--- config.mk ---
export PLATFORM = sky130hd
export DESIGN_NAME = mem_arbiter
export DESIGN_NICKNAME = d
export VERILOG_FILES = /design/src/rtl/mem_arbiter.sv
export SDC_FILE = /design/constraint.sdc
export NUM_CORES = 1
export LEC_CHECK = 0
export BUFFER_PORTS_ARGS = -buffer_cell sky130_fd_sc_hd__buf_4
export CORE_AREA = 5 5 82 84
export CTS_BUF_LIST = sky130_fd_sc_hd__clkbuf_8
export CTS_CLUSTER_SIZE = 16
export DETAILED_ROUTE_END_ITERATION = 10
export DIE_AREA = 0 0 87 89
export SETUP_SLACK_MARGIN = 0.5
export SLEW_MARGIN = 20
export SYNTH_ARGS = -nofsm -noshare
export SYNTH_HDL_FRONTEND = slang
export SYNTH_SLANG_ARGS = --single-unit
--- constraint.sdc ---
create_clock -name clk -period 2.5 [get_ports clk]
set_clock_uncertainty 0.2 [all_clocks]
set_input_delay 0.5 -clock clk [delete_from_list [all_inputs] [get_ports clk]]
set_output_delay 0.5 -clock clk [all_outputs]
set_load 0.005 [all_outputs]
--- src/rtl/mem_arbiter.sv ---
// rtl/mem_arbiter.sv - single-port memory arbiter between instruction and data buses
//
// Purpose: lets one single-port synchronous RAM serve both the instruction
// fetch bus and the data bus. Data has priority. A starvation counter makes
// sure an instruction fetch is granted after at most STARVE_MAX back-to-back
// data grants. Read data is returned one cycle after the grant, to whichever
// bus owned that access.
//
// Ports:
//   clk, rst_n                      clock, asynchronous active-low reset
//   i_req/i_addr                    instruction read request
//   i_ready/i_rvalid/i_rdata        instruction accept, read response
//   d_req/d_wen/d_addr/d_wdata      data read/write request
//   d_ready/d_rvalid/d_rdata        data accept, read response
//   mem_en/mem_wen/mem_addr/
//   mem_wdata/mem_rdata             memory port (rdata valid one cycle after a read)

module mem_arbiter #(
  parameter int ADDR_W     = 16,
  parameter int DATA_W     = 32,
  parameter int STARVE_MAX = 3
) (
  input  logic              clk,
  input  logic              rst_n,

  input  logic              i_req,
  input  logic [ADDR_W-1:0] i_addr,
  output logic              i_ready,
  output logic              i_rvalid,
  output logic [DATA_W-1:0] i_rdata,

  input  logic              d_req,
  input  logic              d_wen,
  input  logic [ADDR_W-1:0] d_addr,
  input  logic [DATA_W-1:0] d_wdata,
  output logic              d_ready,
  output logic              d_rvalid,
  output logic [DATA_W-1:0] d_rdata,

  output logic              mem_en,
  output logic              mem_wen,
  output logic [ADDR_W-1:0] mem_addr,
  output logic [DATA_W-1:0] mem_wdata,
  input  logic [DATA_W-1:0] mem_rdata
);

  localparam logic [3:0] STARVE_LIM = 4'(STARVE_MAX);

  typedef enum logic [1:0] {
    RESP_IDLE = 2'd0,
    RESP_I_RD = 2'd1,
    RESP_D_RD = 2'd2
  } resp_e;

  resp_e       resp_q, resp_d;
  logic [3:0]  starve_q, starve_d;
  logic        grant_i, grant_d;
  logic        starve_hit;

  // Grant decode. Both grants are gated by rst_n so nothing reaches the
  // memory while reset is held, even though reset is asynchronous.
  always_comb begin
    starve_hit = i_req && (starve_q == STARVE_LIM);
    grant_d    = rst_n && d_req && !starve_hit;
    grant_i    = rst_n && i_req && !grant_d;
  end

  assign i_ready = grant_i;
  assign d_ready = grant_d;

  // Memory port drive; idle port is held at all-zero.
  always_comb begin
    mem_en    = grant_i || grant_d;
    mem_wen   = 1'b0;
    mem_addr  = '0;
    mem_wdata = '0;
    if (grant_d) begin
      mem_wen   = d_wen;
      mem_addr  = d_addr;
      mem_wdata = d_wdata;
    end else if (grant_i) begin
      mem_addr  = i_addr;
    end
  end

  // Response owner for the next cycle and starvation counter update.
  always_comb begin
    resp_d = RESP_IDLE;
    if (grant_i) begin
      resp_d = RESP_I_RD;
    end else if (grant_d && !d_wen) begin
      resp_d = RESP_D_RD;
    end

    starve_d = 4'd0;
    if (i_req && grant_d) begin
      starve_d = (starve_q == STARVE_LIM) ? STARVE_LIM : starve_q + 4'd1;
    end
  end

  always_ff @(posedge clk or negedge rst_n) begin
    if (!rst_n) begin
      resp_q   <= RESP_IDLE;
      starve_q <= 4'd0;
    end else begin
      resp_q   <= resp_d;
      starve_q <= starve_d;
    end
  end

  // Response side: valid comes straight from the registered owner, data is
  // steered from the memory and zeroed on the bus that does not own it.
  always_comb begin
    i_rvalid = (resp_q == RESP_I_RD);
    d_rvalid = (resp_q == RESP_D_RD);
    i_rdata  = i_rvalid ? mem_rdata : '0;
    d_rdata  = d_rvalid ? mem_rdata : '0;
  end

endmodule
# After elaboration in Yosys (flattened, before gate mapping)
# Cells that the tools add are included.
# totals
reg_bits	6
inputBits	101
output_inout_bits	118
wordCells	27
# op_classes
add_sub_neg	1
eq_ne	3
muxes	10
n_reduce_logical	11
# op_table
cell	count
$mux 32	3
$mux 16	2
$mux 4	2
$logic_and 1x1->1	7
$add 4x1->4 const B	1
$eq 4x2->1 const B	1
$mux 2	2
$logic_not 1->1	3
$eq 2x1->1 const B	1
$eq 2x2->1 const B	1
$logic_or 1x1->1	1
$mux 1	1

# Longest topological paths before layout
# Gate-level depths: netlist of the first run.
# depth
word_depth	8
depth_mapped	6
depth_no_buf	4

# Worst setup path after synthesis of the first run
# Ideal clock, no wire load.
# synth_path
path_kind	flip-flop to output port
startpoint	register starve_q[0]
endpoint	output port mem_addr[10]
t_arrival_ns	1.423
required_ns	1.800
setup_slack_ns	0.377
stages_incl_launch_ff	7
path_buffers	2
path_cell_list	dfrtp_1 -> ha_1 -> nor3b_4 -> o211a_1 -> buf_6 -> buf_12 -> a22o_2
# synth_between
elab_chain_cells	8
# synth_lines
element	line	rtl
start, declared	56	logic [3:0] starve_q, starve_d;
start signal, assigned	107	starve_q <= starve_d;
$eq 4x2->1	63	starve_hit = i_req && (starve_q == STARVE_LIM);
$logic_and 1x1->1	63	
$logic_not 1->1	64	grant_d = rst_n && d_req && !starve_hit;
$logic_and 1x1->1	64	
$logic_not 1->1	65	grant_i = rst_n && i_req && !grant_d;
$logic_and 1x1->1	65	
via i_ready	28	output logic i_ready,
$mux 16	81	end else if (grant_i) begin
$mux 16	77	if (grant_d) begin
end, declared	42	output logic [ADDR_W-1:0] mem_addr,
# The timed path passes the listed nets, and every way through them passes these cells.

# Worst setup path after layout of the first run
# layout_path
startpoint	register starve_q[0]
endpoint	output port mem_addr[10]
# layout_between
elab_chain_cells	8
# layout_lines
element	line
$eq 4x2->1 (*)	63
$logic_and 1x1->1 (*)	63
$logic_not 1->1 (*)	64
$logic_and 1x1->1 (*)	64
$logic_not 1->1	65
$logic_and 1x1->1	65
$mux 16	81
$mux 16 (*)	77
# Every way passes the cells marked *; elsewhere a longest branch is shown, timed or not.

==> key figures, run 1 <==
Run status
  • Status: complete, no violations

Worst setup path
  • CP arrival: about 1.7 ns
  • Reg2Reg Setup Slack: just under 0.9 ns
  • FF-to-FF End: starve_q[3]
  • CP endpoint kind: output pin
  • CP delay by family, top: compound AO/OA/AOI/OAI gates
  • Max incr delay on CP: 0.37 ns
  • Slowest cell on crit path: dfrtp_1
  • Worst Path Max Fanout: 18
  • WP data required: 1.80 ns
  • Crit Path Class: reg2out
  • Buffers & Inverters on Critical Path: 2
  • CP startpoint kind: flip-flop
  • RR Startpoint: starve_q[1]
  • Worst reg-to-reg path cell count: 5
  • Crit-path cells: ha_2 > nor3b_4 > o211a_1 > buf_12 > a22o_2 > buf_4

Clock tree
  • Num CTS Buffers: 3
  • Clock-pin slew on the worst setup and hold paths: around 0.040 ns
  • Buffer depth of the longest clock path: 2
  • Root Buffer: clkbuf_8
  • CTS tree: yes
  • Total clock sinks: 6
  • H-tree lvl count: 1
  • Clock Latency Late Sink: approximately 0.22 ns

Detailed routing
  • Via-per-instance ratio: around 4
  • Avg WL per Cell: ~14 um
  • DRT Pass-1 Iters: 4
  • DR vias: between 1,500 and 2,000
  • DRC Markers: 0
  • Initial DRC count: 32
  • ANT nets after route: 0
  • Routed WL: 6390 um

Floorplan
  • Core Box Area: slightly below 6000 um^2
  • Initial Util: 0.198
  • IO Pins: 219
  • Die width: about 87 um
  • Chip height: 89 um
  • Row count: 28
  • Die ar.: 7740 um^2

Yosys
  • Post-synth top area cell: and2_1
  • Post-synthesis mux area share: 0
  • Count leader, synth: and2_1
  • Largest family of logic cells by synthesized area: simple AND/OR/NAND/NOR gates
  • Synth top area cells: and2_1, dfrtp_1, a22o_2, a22o_1, buf_6
  • Avg Inst Size Synth: 7.66 um^2
  • Post-synth top cells: and2_1, a22o_2, a22o_1, clkbuf_1, dfrtp_1
  • Number of synthesized flops with an enable pin: 0
  • XOR/XNOR share of the synthesized area: 0.00758
  • Post-synthesis compound-gate area fraction: 0.166
  • Post-Synth Adder-Cell Area: 0.0108
  • Syn Inst Count: 151
  • Sequential area share after synthesis: 0.130
  • YS warnings: 0
  • Synth Area in Simple Gates: 0.601
  • Synthesized flop and latch total: 6
  • Synth unique cells: 24
  • Post-synth top area share: 0.525
  • Ys flop type: dfrtp_1
  • Syn Nets: 253
  • Post-Syn Area: between 1000 and 1500 um^2
  • Async SR Flop Fraction: 1.00

Timing
  • Slew HR: 0.807
  • Final setup viols: 0
  • Fin crit share: 0.965
  • RSZ-0062 raised after global routing: true
  • Worst hold slack: 0.237 ns
  • Max Slew Vio Count: 0
  • Actual slew at the worst max-slew pin: 0.289 ns
  • TNS Setup: 0 ns
  • Max Clk Rate: between 400 and 500 MHz
  • Final hold violation count: 0
  • Tmin final: 2.41 ns

Finish
  • Post-layout nets: between 400 and 500
  • Area growth, synth to finish: 157%
  • Share of layout cells above drive strength 1: 0.668
  • Multi-input logic area: between 900 and 1000 um^2
  • Reg area: approximately 150 um^2
  • # diodes: 0
  • Fillers: between 500 and 600

Pwr
  • P_sw: ~0.00015 W
  • Worst VDD drop: about 0.00017 V
  • Seq pwr share: 0.175
  • Power Density: roughly 200 nW/um^2
  • P_int: ~0.00043 W
  • Clk pwr share: 0.248
  • Power share of the combinational group: 0.577
  • Leakage: ~1.7 nW
  • Switching share of power: 0.255
  • Total power: 0.000577 W

Placement
  • Post-DP HPWL: 5630 um
  • IO Port Bufs: 218
  • GP Congestion: between 0.8 and 0.9

GRT
  • Antenna violations before repair: 0
  • Total GRT Usage: 0.139
  • Pin count of the biggest net entering global routing: 29
  • Vias in the first global route: around 1,800
  • First-pass GRT wire length: roughly 8600 um
  • Grt ovf: 0

Hold path
  • Worst hold path type: in2reg
  • Hold Crit Depth: 2
  • Hold Startpoint: d_wen
  • WHS Endpoint: resp_q[1]

Job
  • Max cap viols: 0
[how the worst max path moves through the flow]
stage                      startpoint            to  slack [ns]  cells after the start
after floorplan           starve_q[0]  mem_addr[10]        0.42                      6
after global placement    starve_q[0]   mem_addr[0]        0.32                      6
after detailed placement  starve_q[0]  mem_addr[15]        0.27                      6
after CTS                 starve_q[1]  mem_addr[13]        0.07                      6
after global routing      starve_q[0]   mem_addr[1]        0.03                      6
final                     starve_q[0]  mem_addr[10]        0.09                      6
[worst reg2reg max path: stages, from the launching register on]
cell and delay, ns:
dfrtp_1 0.35, ha_2 0.20, nor3b_4 0.27, a21oi_4 0.10, buf_4 0.21, and3_1 0.19
[logic make-up after synthesis]
group,count (synthesis)
AOI/OAI and AO/OA,20
xor gates and xnor gates,1
adders and majority gates,1
buffers and inverters,15
DFF,6
and+or+nand+nor,108
[power groups by stage]
stage	logic (W)	clock network, W	registers (W)
6_report	0.000333	0.000143	0.000101
5_1_grt	0.000363	0.000150	0.000101
4_1_cts	0.000337	0.000147	0.000101
3_5_place_dp	0.000333	0	0.000102
3_3_place_gp	0.000332	0	0.000102
2_1_floorplan	0.0000934	0	0.000102
[layout by cell type, fill, tap and decap left out]
cell,instances
clkbuf_8,3
buf_4,225
o211a_1,1
and2_1,97
dfrtp_1,6
nand3_1,1
a22o_2,10
xnor2_1,1
ha_2,1
and3_1,2
inv_1,2
o21a_1,1
and4bb_2,1
nand3b_1,1
buf_12,2
nor2b_1,1
o21ai_0,1
a22o_1,6
nor2b_2,2
nand2_1,1
dlygate4sd3_1,1
nor4b_1,1
nor3b_4,1
a21oi_4,1
buf_6,2
[metrics by stage]
stage	area (um^2)	worst slack (ns)	instances	utilization
after floorplan	1160	0.418	151	-
after global placement	2860	0.319	438	0.489
after detailed placement	2860	0.271	438	0.489
after CTS	2930	0.0680	443	0.501
after global routing	2970	0.0318	446	0.507
final	2970	0.0884	446	0.507
[layer usage]
| metal | routed length [um] | share of wire | GRT usage |
|---|---|---|---|
| met4 | 135 | 0.021 | 0.0439 |
| met5 | 0 | 0 | 0 |
| met3 | 957 | 0.15 | 0.0590 |
| met1 | 1920 | 0.30 | 0.128 |
| met2 | 3380 | 0.53 | 0.273 |
[layout make-up]
| class | instances | area share |
|---|---|---|
| clock buffers | 3 | 0.0139 |
| inverters | 2 | 0.00253 |
| multi-input cells | 130 | 0.308 |
| flip-flops and latches | 6 | 0.0506 |
| well taps | 75 | 0.0316 |
| repair buffers | 230 | 0.593 |
[timing repair]
| action | in CTS | in global routing |
|---|---|---|
| endpoints found under the setup margin | 51 | 88 |
| gates cloned | 0 | 0 |
| hold buffers | 1 | 0 |
| pin swaps | 1 | 2 |
| buffers inserted | 1 | 3 |
| resized for setup | 2 | 5 |
| endpoints found under the hold margin | 6 | 0 |
[state kept, by name (all words and copies together), names as in the netlist]
signal and count:
resp_q 2, starve_q 4
(Power assumes the default switching activity.)
==> inputs of run 2 (changes only) <==
--- a/config.mk
+++ b/config.mk
@@ -11,6 +11,7 @@
 export CTS_CLUSTER_SIZE = 16
 export DETAILED_ROUTE_END_ITERATION = 10
 export DIE_AREA = 0 0 87 89
+export MAX_ROUTING_LAYER = met4
 export SETUP_SLACK_MARGIN = 0.5
 export SLEW_MARGIN = 20
 export SYNTH_ARGS = -nofsm -noshare
==> run 2 against run 1 <==
Worst setup slack gained 0.0014 ns. Global-route usage grew 0.44 points. Flip-flop and latch count unchanged. Maximum frequency is essentially flat. Final area is the same. Register-to-register slack barely moved. Clock power barely moved. Final cell count is the same. Largest power group unchanged.
==> key figures, run 2 (synthesized netlist as in run 1, its figures left out) <==
Finish
  • Most frequent cells in the layout: buf_4, and2_1, a22o_2
  • Most flop-heavy register: starve_q
  • Most common cell after layout, fill and taps aside: buf_4
  • Largest register FFs: 4 (unchanged)
  • Reg area: 150 um^2 (unchanged)
  • Post-layout nets: 475 (unchanged)
  • Biggest regs: starve_q (4), resp_q (2)
  • Area growth, synth to finish: 157% (unchanged)
  • Share of layout cells above drive strength 1: 0.668 (unchanged)
  • Fillers: 581 (unchanged)
  • Multi-input logic area: 915 um^2 (unchanged)
  • # diodes: 0 (unchanged)

Timing
  • Fin crit share: 0.964 (about the same)
  • Max Slew Vio Count: 0 (unchanged)
  • RSZ-0062 raised after global routing: true
  • Final setup viols: 0 (unchanged)
  • Worst hold slack: 0.237 ns (+0.0000770 ns)
  • Final hold violation count: 0 (unchanged)
  • Slew HR: 0.806 (about the same)
  • TNS Setup: 0 ns (unchanged)
  • Tmin final: 2.41 ns (-0.00143 ns)
  • Actual slew at the worst max-slew pin: 0.290 ns (+0.000399 ns)
  • Worst setup margin: 0.0899 ns (+0.00143 ns)
  • Max Clk Rate: 415 MHz (about the same)

Clock tree
  • CTS tree: yes
  • Clock Latency Late Sink: 0.22 ns (about the same)
  • Buffer depth of the longest clock path: 2 (unchanged)
  • Num CTS Buffers: 3 (unchanged)
  • Clock-pin slew on the worst setup and hold paths: 0.04 ns (about the same)
  • Total clock sinks: 6 (unchanged)
  • H-tree lvl count: 1 (unchanged)
  • Root Buffer: clkbuf_8

Worst setup path
  • CP endpoint kind: output pin
  • Crit Path Class: reg2out
  • Worst Path Max Fanout: 18 (unchanged)
  • CP arrival: 1.71 ns (about the same)
  • WP data required: 1.80 ns (about the same)
  • CP startpoint kind: flip-flop

GRT
  • Grt ovf: 0 (unchanged)
  • Met1 Usage GRT: 0.141 (+0.0126)
  • First-pass GRT wire length: 8610 um (about the same)
  • Pin count of the biggest net entering global routing: 29 (unchanged)
  • Total GRT Usage: 0.143 (+0.00442)
  • Antenna violations before repair: 0 (unchanged)
  • GR Util met2: 0.272 (-0.000690)
  • Vias in the first global route: 1,801 (+0.056%)
  • GR Util met3: 0.0396 (-0.0194)
  • Grt peak-use layer: met2

Floorplan
  • IO Pins: 219 (unchanged)
  • Core Box Area: 5850 um^2 (unchanged)
  • Chip height: 89 um (unchanged)
  • Die width: 87 um (unchanged)
  • Die ar.: 7740 um^2 (unchanged)
  • Row count: 28 (unchanged)
  • Initial Util: 0.198 (unchanged)

Detailed routing
  • DRT Pass-1 Iters: 4 (unchanged)
  • DRC Markers: 0 (unchanged)
  • Initial DRC count: 46 (+44%)
  • ANT nets after route: 0 (unchanged)
  • Via-per-instance ratio: 4.14 (+0.38%)
  • Avg WL per Cell: 14.3 um (about the same)
  • Routed WL: 6390 um (about the same)
  • DR vias: 1,845 (+0.38%)

Hold path
  • Worst hold path type: in2reg

Placement
  • Dpl ws: 0.271 ns (unchanged)
  • Post-DP HPWL: 5630 um (unchanged)
  • IO Port Bufs: 218 (unchanged)
  • GP Congestion: 0.815 (+1.5%)

Job
  • Max cap viols: 0 (unchanged)

Pwr
  • Power Density: 194 nW/um^2 (about the same)
  • Worst VDD drop: 0.000168 V (about the same)
  • Leakage: 1.70 nW (unchanged)

Run status
  • Status: complete, no violations
-- run 2: per-stage QoR --
step	utilization	cell area, um^2	power, W	cells
floorplan	-	1160	0.000195	151
CTS	0.501	2930	0.000584	443
global route	0.507	2970	0.000615	446
finish	0.507	2970	0.000577	446
detailed placement	0.489	2860	0.000435	438
global placement	0.489	2860	0.000434	438
-- run 2: critical path: stages (launching register included) --
cell	delay, ns
dfrtp_1	0.37
ha_2	0.20
nor3b_4	0.17
o211a_1	0.26
buf_12	0.16
a22o_2	0.20
buf_4	0.13
-- run 2: metal layers --
| layer | vias up | part of all wire | wire length (um) |
|---|---|---|---|
| met1 | 777 | 0.33 | 2080 |
| met3 | 8 | 0.12 | 791 |
| met4 | 0 | 0.021 | 136 |
| met2 | 132 | 0.53 | 3390 |
| met5 | - | 0 | 0 |
| li1 | 928 | - | - |
-- run 2: power by group --
group | switching (W) | internal, W | leakage [nW]
Combinational | 0.000107 | 0.000227 | 1.59
Sequential | 0.00000122 | 0.0000997 | 0.0823
Clock | 0.0000398 | 0.000103 | 0.0216
-- run 2: area by class of cell --
| class | instances | area share |
|---|---|---|
| timing repair buffer | 230 | 0.593 |
| multi-input combinational | 130 | 0.308 |
| inverter | 2 | 0.00253 |
| sequential | 6 | 0.0506 |
| clock buffer | 3 | 0.0139 |
| tap | 75 | 0.0316 |
-- run 2: path summary, 6_finish.rpt --
check,startpoint,endpoint,slack (ns),cells after the start
max,starve_q[0],mem_addr[10],0.09,6
min reg2reg,starve_q[0],starve_q[0],0.33,2
max reg2reg,starve_q[1],starve_q[3],0.87,5
min in group asynchronous,rst_n,starve_q[2],0.52,2
max in group asynchronous,rst_n,resp_q[1],1.36,2
min,d_wen,resp_q[1],0.24,2
-- run 2: repair_timing --
action	CTS	global route
buffers inserted	1	3
endpoints found under the hold margin	6	0
gates resized for setup	2	5
pin swaps	1	2
hold buffers	1	0
endpoints found under the setup margin	51	88
